<file path="src/rtl/cpu_pkg.sv">
// Shared definitions for the multi-cycle CPU: opcode and funct encodings
// of the supported MIPS-style subset, the ALU operation select and the
// control FSM state encoding.
package cpu_pkg;

    localparam logic [5:0] OP_RTYPE = 6'h00;
    localparam logic [5:0] OP_J     = 6'h02;
    localparam logic [5:0] OP_BEQ   = 6'h04;
    localparam logic [5:0] OP_ADDI  = 6'h08;
    localparam logic [5:0] OP_LW    = 6'h23;
    localparam logic [5:0] OP_SW    = 6'h2B;

    localparam logic [5:0] FN_ADD   = 6'h20;
    localparam logic [5:0] FN_SUB   = 6'h22;
    localparam logic [5:0] FN_AND   = 6'h24;
    localparam logic [5:0] FN_OR    = 6'h25;
    localparam logic [5:0] FN_SLT   = 6'h2A;

    localparam int NUM_REGS = 32;

    typedef enum logic [2:0] {
        ALU_ADD = 3'd0,
        ALU_SUB = 3'd1,
        ALU_AND = 3'd2,
        ALU_OR  = 3'd3,
        ALU_SLT = 3'd4
    } alu_sel_e;

    typedef enum logic [2:0] {
        S_FETCH  = 3'd0,
        S_DECODE = 3'd1,
        S_EXEC   = 3'd2,
        S_MEM    = 3'd3,
        S_WB     = 3'd4
    } state_e;

endpackage

</file>
<file path="src/rtl/cpu_regfile.sv">
// 32-entry general-purpose register file.
// Ports: clk_i, rst_ni (async active-low, clears all entries),
//        raddr1_i/rdata1_o and raddr2_i/rdata2_o (combinational reads),
//        we_i/waddr_i/wdata_i (write on rising clock edge).
// Register 0 always reads zero and ignores writes.
module cpu_regfile
    import cpu_pkg::*;
#(
    parameter int XLEN = 32
) (
    input  logic            clk_i,
    input  logic            rst_ni,
    input  logic [4:0]      raddr1_i,
    input  logic [4:0]      raddr2_i,
    output logic [XLEN-1:0] rdata1_o,
    output logic [XLEN-1:0] rdata2_o,
    input  logic            we_i,
    input  logic [4:0]      waddr_i,
    input  logic [XLEN-1:0] wdata_i
);

    logic [XLEN-1:0] regs_q [NUM_REGS];

    always_ff @(posedge clk_i or negedge rst_ni) begin
        if (!rst_ni) begin
            for (int i = 0; i < NUM_REGS; i++) begin
                regs_q[i] <= '0;
            end
        end else if (we_i && (waddr_i != 5'd0)) begin
            regs_q[waddr_i] <= wdata_i;
        end
    end

    assign rdata1_o = (raddr1_i == 5'd0) ? '0 : regs_q[raddr1_i];
    assign rdata2_o = (raddr2_i == 5'd0) ? '0 : regs_q[raddr2_i];

endmodule

</file>
<file path="src/rtl/cpu_multicycle.sv">
// Multi-cycle CPU top for a MIPS-style subset (add/sub/and/or/slt, addi,
// lw, sw, beq, j) with req/ack handshakes toward instruction and data
// memory.
// Ports: clk, rst (async active-low);
//        instr_addr/instr_req/instr/instr_ack  - instruction fetch;
//        data_addr/data_out/data_in/mem_read/mem_write/data_ack - data access;
//        retire - 1-cycle pulse per completed instruction;
//        illegal_instr - 1-cycle pulse per undecodable instruction.
// ADDR_W must not exceed XLEN (data_addr is taken from the ALU result).
module cpu_multicycle
    import cpu_pkg::*;
#(
    parameter int                XLEN     = 32,
    parameter int                ADDR_W   = 32,
    parameter logic [ADDR_W-1:0] RESET_PC = '0
) (
    input  logic              clk,
    input  logic              rst,
    output logic [ADDR_W-1:0] instr_addr,
    output logic              instr_req,
    input  logic [31:0]       instr,
    input  logic              instr_ack,
    output logic [ADDR_W-1:0] data_addr,
    output logic [XLEN-1:0]   data_out,
    input  logic [XLEN-1:0]   data_in,
    output logic              mem_read,
    output logic              mem_write,
    input  logic              data_ack,
    output logic              retire,
    output logic              illegal_instr
);

    state_e            state_q;
    logic [ADDR_W-1:0] pc_q;
    logic [31:0]       ir_q;
    logic [XLEN-1:0]   a_q, b_q, imm_q, alu_q, mdr_q;
    logic              instr_req_q, mem_read_q, mem_write_q;
    logic [ADDR_W-1:0] data_addr_q;
    logic [XLEN-1:0]   data_out_q;
    logic              retire_q, illegal_q;

    // Decoder
    logic     dec_r, dec_addi, dec_lw, dec_sw, dec_beq, dec_j, dec_legal;
    alu_sel_e dec_alu;

    always_comb begin
        dec_r    = 1'b0;
        dec_addi = 1'b0;
        dec_lw   = 1'b0;
        dec_sw   = 1'b0;
        dec_beq  = 1'b0;
        dec_j    = 1'b0;
        dec_alu  = ALU_ADD;
        case (ir_q[31:26])
            OP_RTYPE: begin
                dec_r = 1'b1;
                case (ir_q[5:0])
                    FN_ADD:  dec_alu = ALU_ADD;
                    FN_SUB:  dec_alu = ALU_SUB;
                    FN_AND:  dec_alu = ALU_AND;
                    FN_OR:   dec_alu = ALU_OR;
                    FN_SLT:  dec_alu = ALU_SLT;
                    default: dec_r   = 1'b0;
                endcase
            end
            OP_ADDI: dec_addi = 1'b1;
            OP_LW:   dec_lw   = 1'b1;
            OP_SW:   dec_sw   = 1'b1;
            OP_BEQ:  dec_beq  = 1'b1;
            OP_J:    dec_j    = 1'b1;
            default: ;
        endcase
        dec_legal = dec_r | dec_addi | dec_lw | dec_sw | dec_beq | dec_j;
    end

    // ALU
    function automatic logic [XLEN-1:0] alu_op(input alu_sel_e sel,
                                               input logic signed [XLEN-1:0] x,
                                               input logic signed [XLEN-1:0] y);
        case (sel)
            ALU_SUB: return x - y;
            ALU_AND: return x & y;
            ALU_OR:  return x | y;
            ALU_SLT: return {{(XLEN-1){1'b0}}, (x < y)};
            default: return x + y;
        endcase
    endfunction

    logic [XLEN-1:0]   rs_val, rt_val, alu_res;
    logic [ADDR_W-1:0] pc_plus4, br_target, j_target;

    assign alu_res   = alu_op(dec_alu, a_q, dec_r ? b_q : imm_q);
    assign pc_plus4  = pc_q + ADDR_W'(4);
    assign br_target = pc_plus4 + ({{(ADDR_W-16){ir_q[15]}}, ir_q[15:0]} << 2);
    assign j_target  = {pc_plus4[ADDR_W-1:28], ir_q[25:0], 2'b00};

    // R-type writes rd; addi and lw write rt.
    cpu_regfile #(.XLEN(XLEN)) u_regfile (
        .clk_i    (clk),
        .rst_ni   (rst),
        .raddr1_i (ir_q[25:21]),
        .raddr2_i (ir_q[20:16]),
        .rdata1_o (rs_val),
        .rdata2_o (rt_val),
        .we_i     (state_q == S_WB),
        .waddr_i  (dec_r ? ir_q[15:11] : ir_q[20:16]),
        .wdata_i  (dec_lw ? mdr_q : alu_q)
    );

    // Control FSM. Every exit toward FETCH raises instr_req in the same edge
    // so the next fetch can be acknowledged without a bubble; only the
    // first fetch after reset spends one cycle raising the request.
    always_ff @(posedge clk or negedge rst) begin
        if (!rst) begin
            state_q     <= S_FETCH;
            pc_q        <= RESET_PC;
            ir_q        <= '0;
            a_q         <= '0;
            b_q         <= '0;
            imm_q       <= '0;
            alu_q       <= '0;
            mdr_q       <= '0;
            instr_req_q <= 1'b0;
            mem_read_q  <= 1'b0;
            mem_write_q <= 1'b0;
            data_addr_q <= '0;
            data_out_q  <= '0;
            retire_q    <= 1'b0;
            illegal_q   <= 1'b0;
        end else begin
            retire_q  <= 1'b0;
            illegal_q <= 1'b0;
            case (state_q)
                S_FETCH: begin
                    if (!instr_req_q) begin
                        instr_req_q <= 1'b1;
                    end else if (instr_ack) begin
                        ir_q        <= instr;
                        instr_req_q <= 1'b0;
                        state_q     <= S_DECODE;
                    end
                end
                S_DECODE: begin
                    a_q     <= rs_val;
                    b_q     <= rt_val;
                    imm_q   <= {{(XLEN-16){ir_q[15]}}, ir_q[15:0]};
                    state_q <= S_EXEC;
                end
                S_EXEC: begin
                    if (!dec_legal) begin
                        illegal_q   <= 1'b1;
                        pc_q        <= pc_plus4;
                        instr_req_q <= 1'b1;
                        state_q     <= S_FETCH;
                    end else if (dec_beq || dec_j) begin
                        if (dec_j)
                            pc_q <= j_target;
                        else
                            pc_q <= (a_q == b_q) ? br_target : pc_plus4;
                        retire_q    <= 1'b1;
                        instr_req_q <= 1'b1;
                        state_q     <= S_FETCH;
                    end else if (dec_lw || dec_sw) begin
                        data_addr_q <= alu_res[ADDR_W-1:0];
                        data_out_q  <= b_q;
                        mem_read_q  <= dec_lw;
                        mem_write_q <= dec_sw;
                        state_q     <= S_MEM;
                    end else begin
                        alu_q   <= alu_res;
                        state_q <= S_WB;
                    end
                end
                S_MEM: begin
                    if (data_ack) begin
                        mem_read_q  <= 1'b0;
                        mem_write_q <= 1'b0;
                        if (mem_read_q) begin
                            mdr_q   <= data_in;
                            state_q <= S_WB;
                        end else begin
                            pc_q        <= pc_plus4;
                            retire_q    <= 1'b1;
                            instr_req_q <= 1'b1;
                            state_q     <= S_FETCH;
                        end
                    end
                end
                S_WB: begin
                    pc_q        <= pc_plus4;
                    retire_q    <= 1'b1;
                    instr_req_q <= 1'b1;
                    state_q     <= S_FETCH;
                end
                default: state_q <= S_FETCH;
            endcase
        end
    end

    assign instr_addr    = pc_q;
    assign instr_req     = instr_req_q;
    assign data_addr     = data_addr_q;
    assign data_out      = data_out_q;
    assign mem_read      = mem_read_q;
    assign mem_write     = mem_write_q;
    assign retire        = retire_q;
    assign illegal_instr = illegal_q;

endmodule

</file>
<file path="config.mk">
export PLATFORM = sky130hd
export DESIGN_NAME = cpu_multicycle
export DESIGN_NICKNAME = d
export VERILOG_FILES = /design/src/rtl/cpu_pkg.sv /design/src/rtl/cpu_regfile.sv /design/src/rtl/cpu_multicycle.sv
export SDC_FILE = /design/constraint.sdc
export NUM_CORES = 2
export LEC_CHECK = 0
export CAP_MARGIN = 20
export CORE_MARGIN = 2
export CORE_UTILIZATION = 45
export DETAILED_ROUTE_END_ITERATION = 16
export PLACE_DENSITY = 0.64
export SYNTH_ARGS = -nofsm -noshare
export SYNTH_HDL_FRONTEND = slang
export SYNTH_SLANG_ARGS = --single-unit
export TNS_END_PERCENT = 50
</file>
<file path="constraint.sdc">
create_clock -name clk -period 7.7 [get_ports clk]
set_clock_uncertainty 0.05 [all_clocks]
set_input_delay 1.54 -clock clk [delete_from_list [all_inputs] [get_ports clk]]
set_output_delay 1.54 -clock clk [all_outputs]
set_load 0.1 [all_outputs]
</file>
Word level (Yosys, flattened, before mapping)
Index checks and enable logic that the tools add are counted.

Equal/unequal tests: 27. Mux-type cells: 62. Add/sub/neg operators: 4. Reduce and logical (&&, ||, !) cells: 21. Bitwise logic cells: 12. Shifts and indexed selects: 0. Magnitude comparators: 5. Multipliers: 0. Div/mod/pow operators: 0.

Operators with widths (count): bitwise mux 1024 bit (1); 2-to-1 mux 32 bit (15); binary-select mux 32 bit (select 5 bit) (2); demux 32 bit (select 5 bit) (1); case mux 32 bit (4 select lines) (1); case mux 32 bit (3 select lines) (1); adder 32 bit (2); == test 6 bit, second input constant (7); adder 32 x 3 -> 32 bit, second input constant (1); AND 32 bit (1); == test 32 bit (1); less-than comparator 32 bit (1); OR 32 bit (1); subtractor 32 bit (1); 2-to-1 mux 1 bit (26); 2-to-1 mux 3 bit (8); case mux 3 bit (4 select lines) (2); greater-or-equal comparator 6 bit, second input constant (3); inverter 5 -> 6 bit (3); AND reduction 4 bit (4); inequality test 2 bit, second input constant (7); == test 3 x 2 -> 1 bit, second input constant (4); logical NOT 5 bit (2); AND reduction 3 bit (3); other kinds (23) (33).

Bits in read-only memories: 0. Bits in latches: 0. Memories kept: 0. Flip-flop bits (word level): 1304. Logic and storage cells: 178. Memory bits (writable): 0.

Logic depth before layout (Yosys ltp)
Depth after elaboration: 11. Depth in mapped cells: 24. Depth with buffers taken out: 18.

By module
Synthesis repeated with hierarchy kept, for this count alone.

Cells, all modules: 5895. Area total of the unflattened synthesis: 73581.8 um^2.

Modules (own cells, without submodules): cpu_regfile (times used 1, cells each 3788, seq. area each 25624.6 um^2, area each 54507.3 um^2); cpu_multicycle (times used 1, cells each 2107, seq. area each 6956.7 um^2, area each 19074.5 um^2).

Worst setup path after synthesis
No wires, ideal clock.

Path kind: register -> register. From: register ir_q[26]. To: register alu_q[31]. Setup time: 0.082 ns. Slack: 2.315 ns. Cell stages (with the launch flop): 22. Data arrival time: 5.253 ns. Clock period less this slack: 5.385 ns. Cell sequence: dfrtp_1 or3_4 nor3_4 and4bb_4 and3_1 buf_4 buf_4 buf_2 buf_1 mux2_2 inv_1 ha_1 a21o_1 a21oi_1 o21a_1 nor4_1 or3b_2 a31o_2 a41o_1 a2111oi_0 o22ai_1 a31oi_1.

Longest elaborated chain between the ends: 8. Elaborated cells on any way between the ends: 33. Classes of those cells: add/sub (2); eq/ne (9); mux (9); bitwise (9); reduce/logical (4).

Ends and longest elaborated chain: start, declared (line cpu_multicycle.sv:35) `logic [31:0] ir_q;`; start signal, assigned (line cpu_multicycle.sv:138) `ir_q <= instr;`; branches (longest 8 deep; another with adder 32 bit); end signal, assigned (line cpu_multicycle.sv:170) `alu_q <= alu_res;`; end, declared (line cpu_multicycle.sv:36) `logic [XLEN-1:0] a_q, b_q, imm_q, alu_q, mdr_q;`.

Several ways; the timed one is not identified. A chain may end at the register's enable or synchronous reset.

Worst setup path after layout
From: register ir_q[29]. To: register data_addr_q[16], in the netlist data_addr[16].

Longest elaborated chain between the ends: 8. Elaborated cells on any way between the ends: 32. Classes of those cells: add/sub (2); eq/ne (9); mux (9); bitwise (8); reduce/logical (4).

Ends and longest elaborated chain: branches (longest 8 deep; another with adder 32 bit); end signal, assigned (line cpu_multicycle.sv:164) `data_addr_q <= alu_res[ADDR_W-1:0];`; end, declared (line cpu_multicycle.sv:38) `logic [ADDR_W-1:0] data_addr_q;`.

Several ways; the timed one is not identified.

==> impl_metrics.env <==
export IMPL_rows=145
export IMPL_drive_gt1_share_pct=16.2
export IMPL_diodes=0
export IMPL_cts_buffers=140
export IMPL_dr_pass1_iters=6
export IMPL_tns_ns=0
export IMPL_htreeDepth=4
export IMPL_drt_initial_drc_count=6128
export IMPL_rsz0062_at_grt="false"
export IMPL_p_int_mw=18.6
export IMPL_setup_ws_ns=1.45
export IMPL_dp_hpwl_um=143000
export IMPL_crit_path_end_kind="flop"
export IMPL_cts_setup_buffers=0
export IMPL_sequentialPowerShare_pct=32.6
export IMPL_grt_start_max_net_pins=182
export IMPL_status="completed"
export IMPL_antenna_found_initial=6
export IMPL_power_density_nw_per_um2=421
export IMPL_yosys_warnings=0
export IMPL_p_comb_share_pct=45.6
export IMPL_regArea_um2=32600
export IMPL_die_width_um=400
export IMPL_ctsResizeCount=0
export IMPL_syn_instance_count=6878
export IMPL_drc=0
export IMPL_die_area_um2=160000
export IMPL_netlist_area_um2=70700
export IMPL_layout_commonest_cell="dfrtp_1"
export IMPL_r2r_end="data_addr[16]"
export IMPL_grt_usage_pct=29.1
export IMPL_cp_max_fo=29
export IMPL_grt_pass1_wl_um=354000
export IMPL_finalCritPeriodShare_pct=81.1
export IMPL_routed_wl_um=235000
export IMPL_switchingPower_mw=14.5
export IMPL_critPathArrivalTime_ns=6.87
export IMPL_place_inst=8602
export IMPL_multi_input_area_um2=35500
export IMPL_hold_violations=0
export IMPL_design_area_um2=78900
export IMPL_critPathLaunch="ir_q[29]"
export IMPL_nNetsFinal=6885
export IMPL_syn_avg_cell_area_um2=10.3
export IMPL_port_buffers=166
export IMPL_r2r_slack_ns=1.45
export IMPL_yosysTopAreaCellShare_pct=46.1
export IMPL_maxSlewHeadroom_pct=22.9
export IMPL_synth_area_leader_cell="dfrtp_1"
export IMPL_crit_type="reg -> reg"
export IMPL_nFillCells=14000
export IMPL_areaGrowthSynthToFinish_pct=11.6
export IMPL_ir_drop_mv=0.364
export IMPL_ant_nets=0
export IMPL_hp_class="reg -> reg"
export IMPL_worstRegToRegCells=18
export IMPL_synth_seq_cells=1302
export IMPL_placed_cell_area_um2=74000
export IMPL_num_io_pins=169
export IMPL_clock_sinks=1302
export IMPL_leakage_nw=34.3
export IMPL_async_flop_share_pct=100
export IMPL_layout_cells_non_filler=8854
export IMPL_setup_violations=0
export IMPL_worst_ep_required_time_ns=8.32
export IMPL_gr_total_overflow=0
export IMPL_coreArea_um2=156000
export IMPL_avgRoutedWirePerCell_um=26.5
export IMPL_fin_util_pct=50.5
export IMPL_ys_top_cells_by_area="dfrtp_1, mux4_2, a21oi_1, o21ai_0, nand2_1"
export IMPL_worst_pin_slew_ns=1.15
export IMPL_reg2reg_from="ir_q[29]"
export IMPL_synthFlopType="dfrtp_1"
export IMPL_finalCriticalPeriod_ns=6.25
export IMPL_die_height_um=400
export IMPL_start_util_pct=45.3
export IMPL_ys_types=83
export IMPL_mostFrequentLayoutCells="dfrtp_1, nand2_1, a21oi_1, o21ai_0, nor2_1"
export IMPL_endpoint="data_addr[16]"
export IMPL_root_buffer="clkbuf_16"
export IMPL_cts_max_path_buffers=3
export IMPL_maxCapViolations=0
export IMPL_p_clk_share_pct=21.7
export IMPL_fmax_ghz=0.160
export IMPL_slew_viol_final=0
export IMPL_place_ws_ns=1.51
export IMPL_tritoncts="yes"
export IMPL_vias_per_cell=6.28
export IMPL_insertion_delay_ns=0.80
export IMPL_switching_share_pct=43.8
export IMPL_synth_edff_count=0
export IMPL_holdBufCountCts=0
export IMPL_worst_setup_path_start_kind="flop"
export IMPL_gp_congestion=0.916
export IMPL_yosysSeqAreaShare_pct=46.1
export IMPL_clkTransAtPathRegs_ns=0.06
export IMPL_grt_pass1_vias=54400
export IMPL_vias=55600
metrics by stage:
stage	power [mW]	hold slack, ns
2_1_floorplan	20.7	0.392
3_3_place_gp	25.5	0.331
3_5_place_dp	25.7	0.337
4_1_cts	33.0	0.350
5_1_grt	34.8	0.362
6_report	33.2	0.350
critical path, stage by stage, from the launching register on:
cell and delay, ns:
dfrtp_1 0.47, or3_4 0.39, nor3_4 0.20, and4bb_4 0.31, and3_2 0.65, buf_4 0.46
mux2_2 0.40, inv_1 0.09, ha_1 0.32, nor4_1 0.44, inv_1 0.08, a211oi_1 0.40
o21ai_0 0.23, o21ai_0 0.33, a21oi_1 0.14, o21ba_2 0.23, a2111oi_0 0.52, a31oi_1 0.13
mux2_2 0.29
worst min-delay path by stage:
stage	startpoint	endpoint	slack, ns	cells past startpoint
final	u_regfile.regs_q[1006]	u_regfile.regs_q[1006]	0.35	0
after global routing	u_regfile.regs_q[992]	u_regfile.regs_q[992]	0.36	0
after CTS	u_regfile.regs_q[1006]	u_regfile.regs_q[1006]	0.35	0
after detailed placement	u_regfile.regs_q[1006]	u_regfile.regs_q[1006]	0.34	0
after global placement	u_regfile.regs_q[1002]	u_regfile.regs_q[1002]	0.33	0
after floorplan	imm_q[3]	imm_q[3]	0.39	2
cell families after synthesis:
logic type,count (synthesis),share of synthesized area [%]
buffers and inverters,755,4.21
multiplexers,875,20.2
AND/OR/NAND/NOR,1753,10.3
adder cells (fa/ha/maj),130,2.33
flip-flops,1302,46.1
AO/OA/AOI/OAI,1971,15.8
other,1,0.00531
XOR/XNOR,91,1.13
area by class of cell:
cell class / instances / share of cell area, %
Clock buffer: 197 / 5.25
Inverter: 125 / 0.595
Timing Repair Buffer: 296 / 3.61
Clock inverter: 54 / 0.942
Sequential cell: 1302 / 41.4
Tap cell: 2058 / 3.27
Multi-Input combinational cell: 4822 / 45.0
sequential cells by signal (all words and copies together) (netlist names):
register / count
mem_read: 1
u_regfile.regs_q: 1024
alu_q: 32
retire: 1
data_out: 32
a_q: 32
instr_req: 1
data_addr: 32
mdr_q: 32
instr_addr: 30
b_q: 32
mem_write: 1
imm_q: 16
state_q: 3
illegal_instr: 1
ir_q: 32
cells in the mapped netlist, types with 7 or more instances:
master     number
ha_1          127
nor3_1         56
xnor2_1        65
a221o_1         7
a221oi_1       18
nor4_1          8
o21ai_1        52
inv_1         125
a31oi_1        17
buf_1          66
a211oi_1       17
o21a_1         14
mux4_2        419
or3_1          14
a222oi_1       10
dfrtp_1      1302
or2_2           7
nor2_1        634
nor2b_1        36
nand3_1        41
o22ai_1       148
o31ai_1        42
nand4_1        17
a2111oi_0       9
clkbuf_1      462
nand2_1       850
and3_1         20
buf_4           7
a21o_1         45
mux2_2        209
nand2b_1       15
xor2_1         26
o221ai_1       75
buf_2          95
and2_1         10
o21bai_1       24
a21oi_1       776
nor2_2          7
nor2_4          9
o41ai_1         7
o21ai_0       653
mux2i_1       246
power by group through the flow:
stage,logic (mW),registers (mW),clock network [mW]
global route,16.2,11.0,7.58
CTS,14.9,10.8,7.30
floorplan,10.2,10.5,0
detailed placement,14.9,10.9,0
global placement,14.7,10.8,0
finish,15.1,10.8,7.21
layer usage:
metal	wire [µm]	track usage (%)	part of all wire, %
met1	96800	40.1	41
met2	108000	45.5	46
met3	20200	5.29	8.6
met4	9960	11.8	4.2
met5	100	0	0.043
Power figures use the tool's default switching activity.
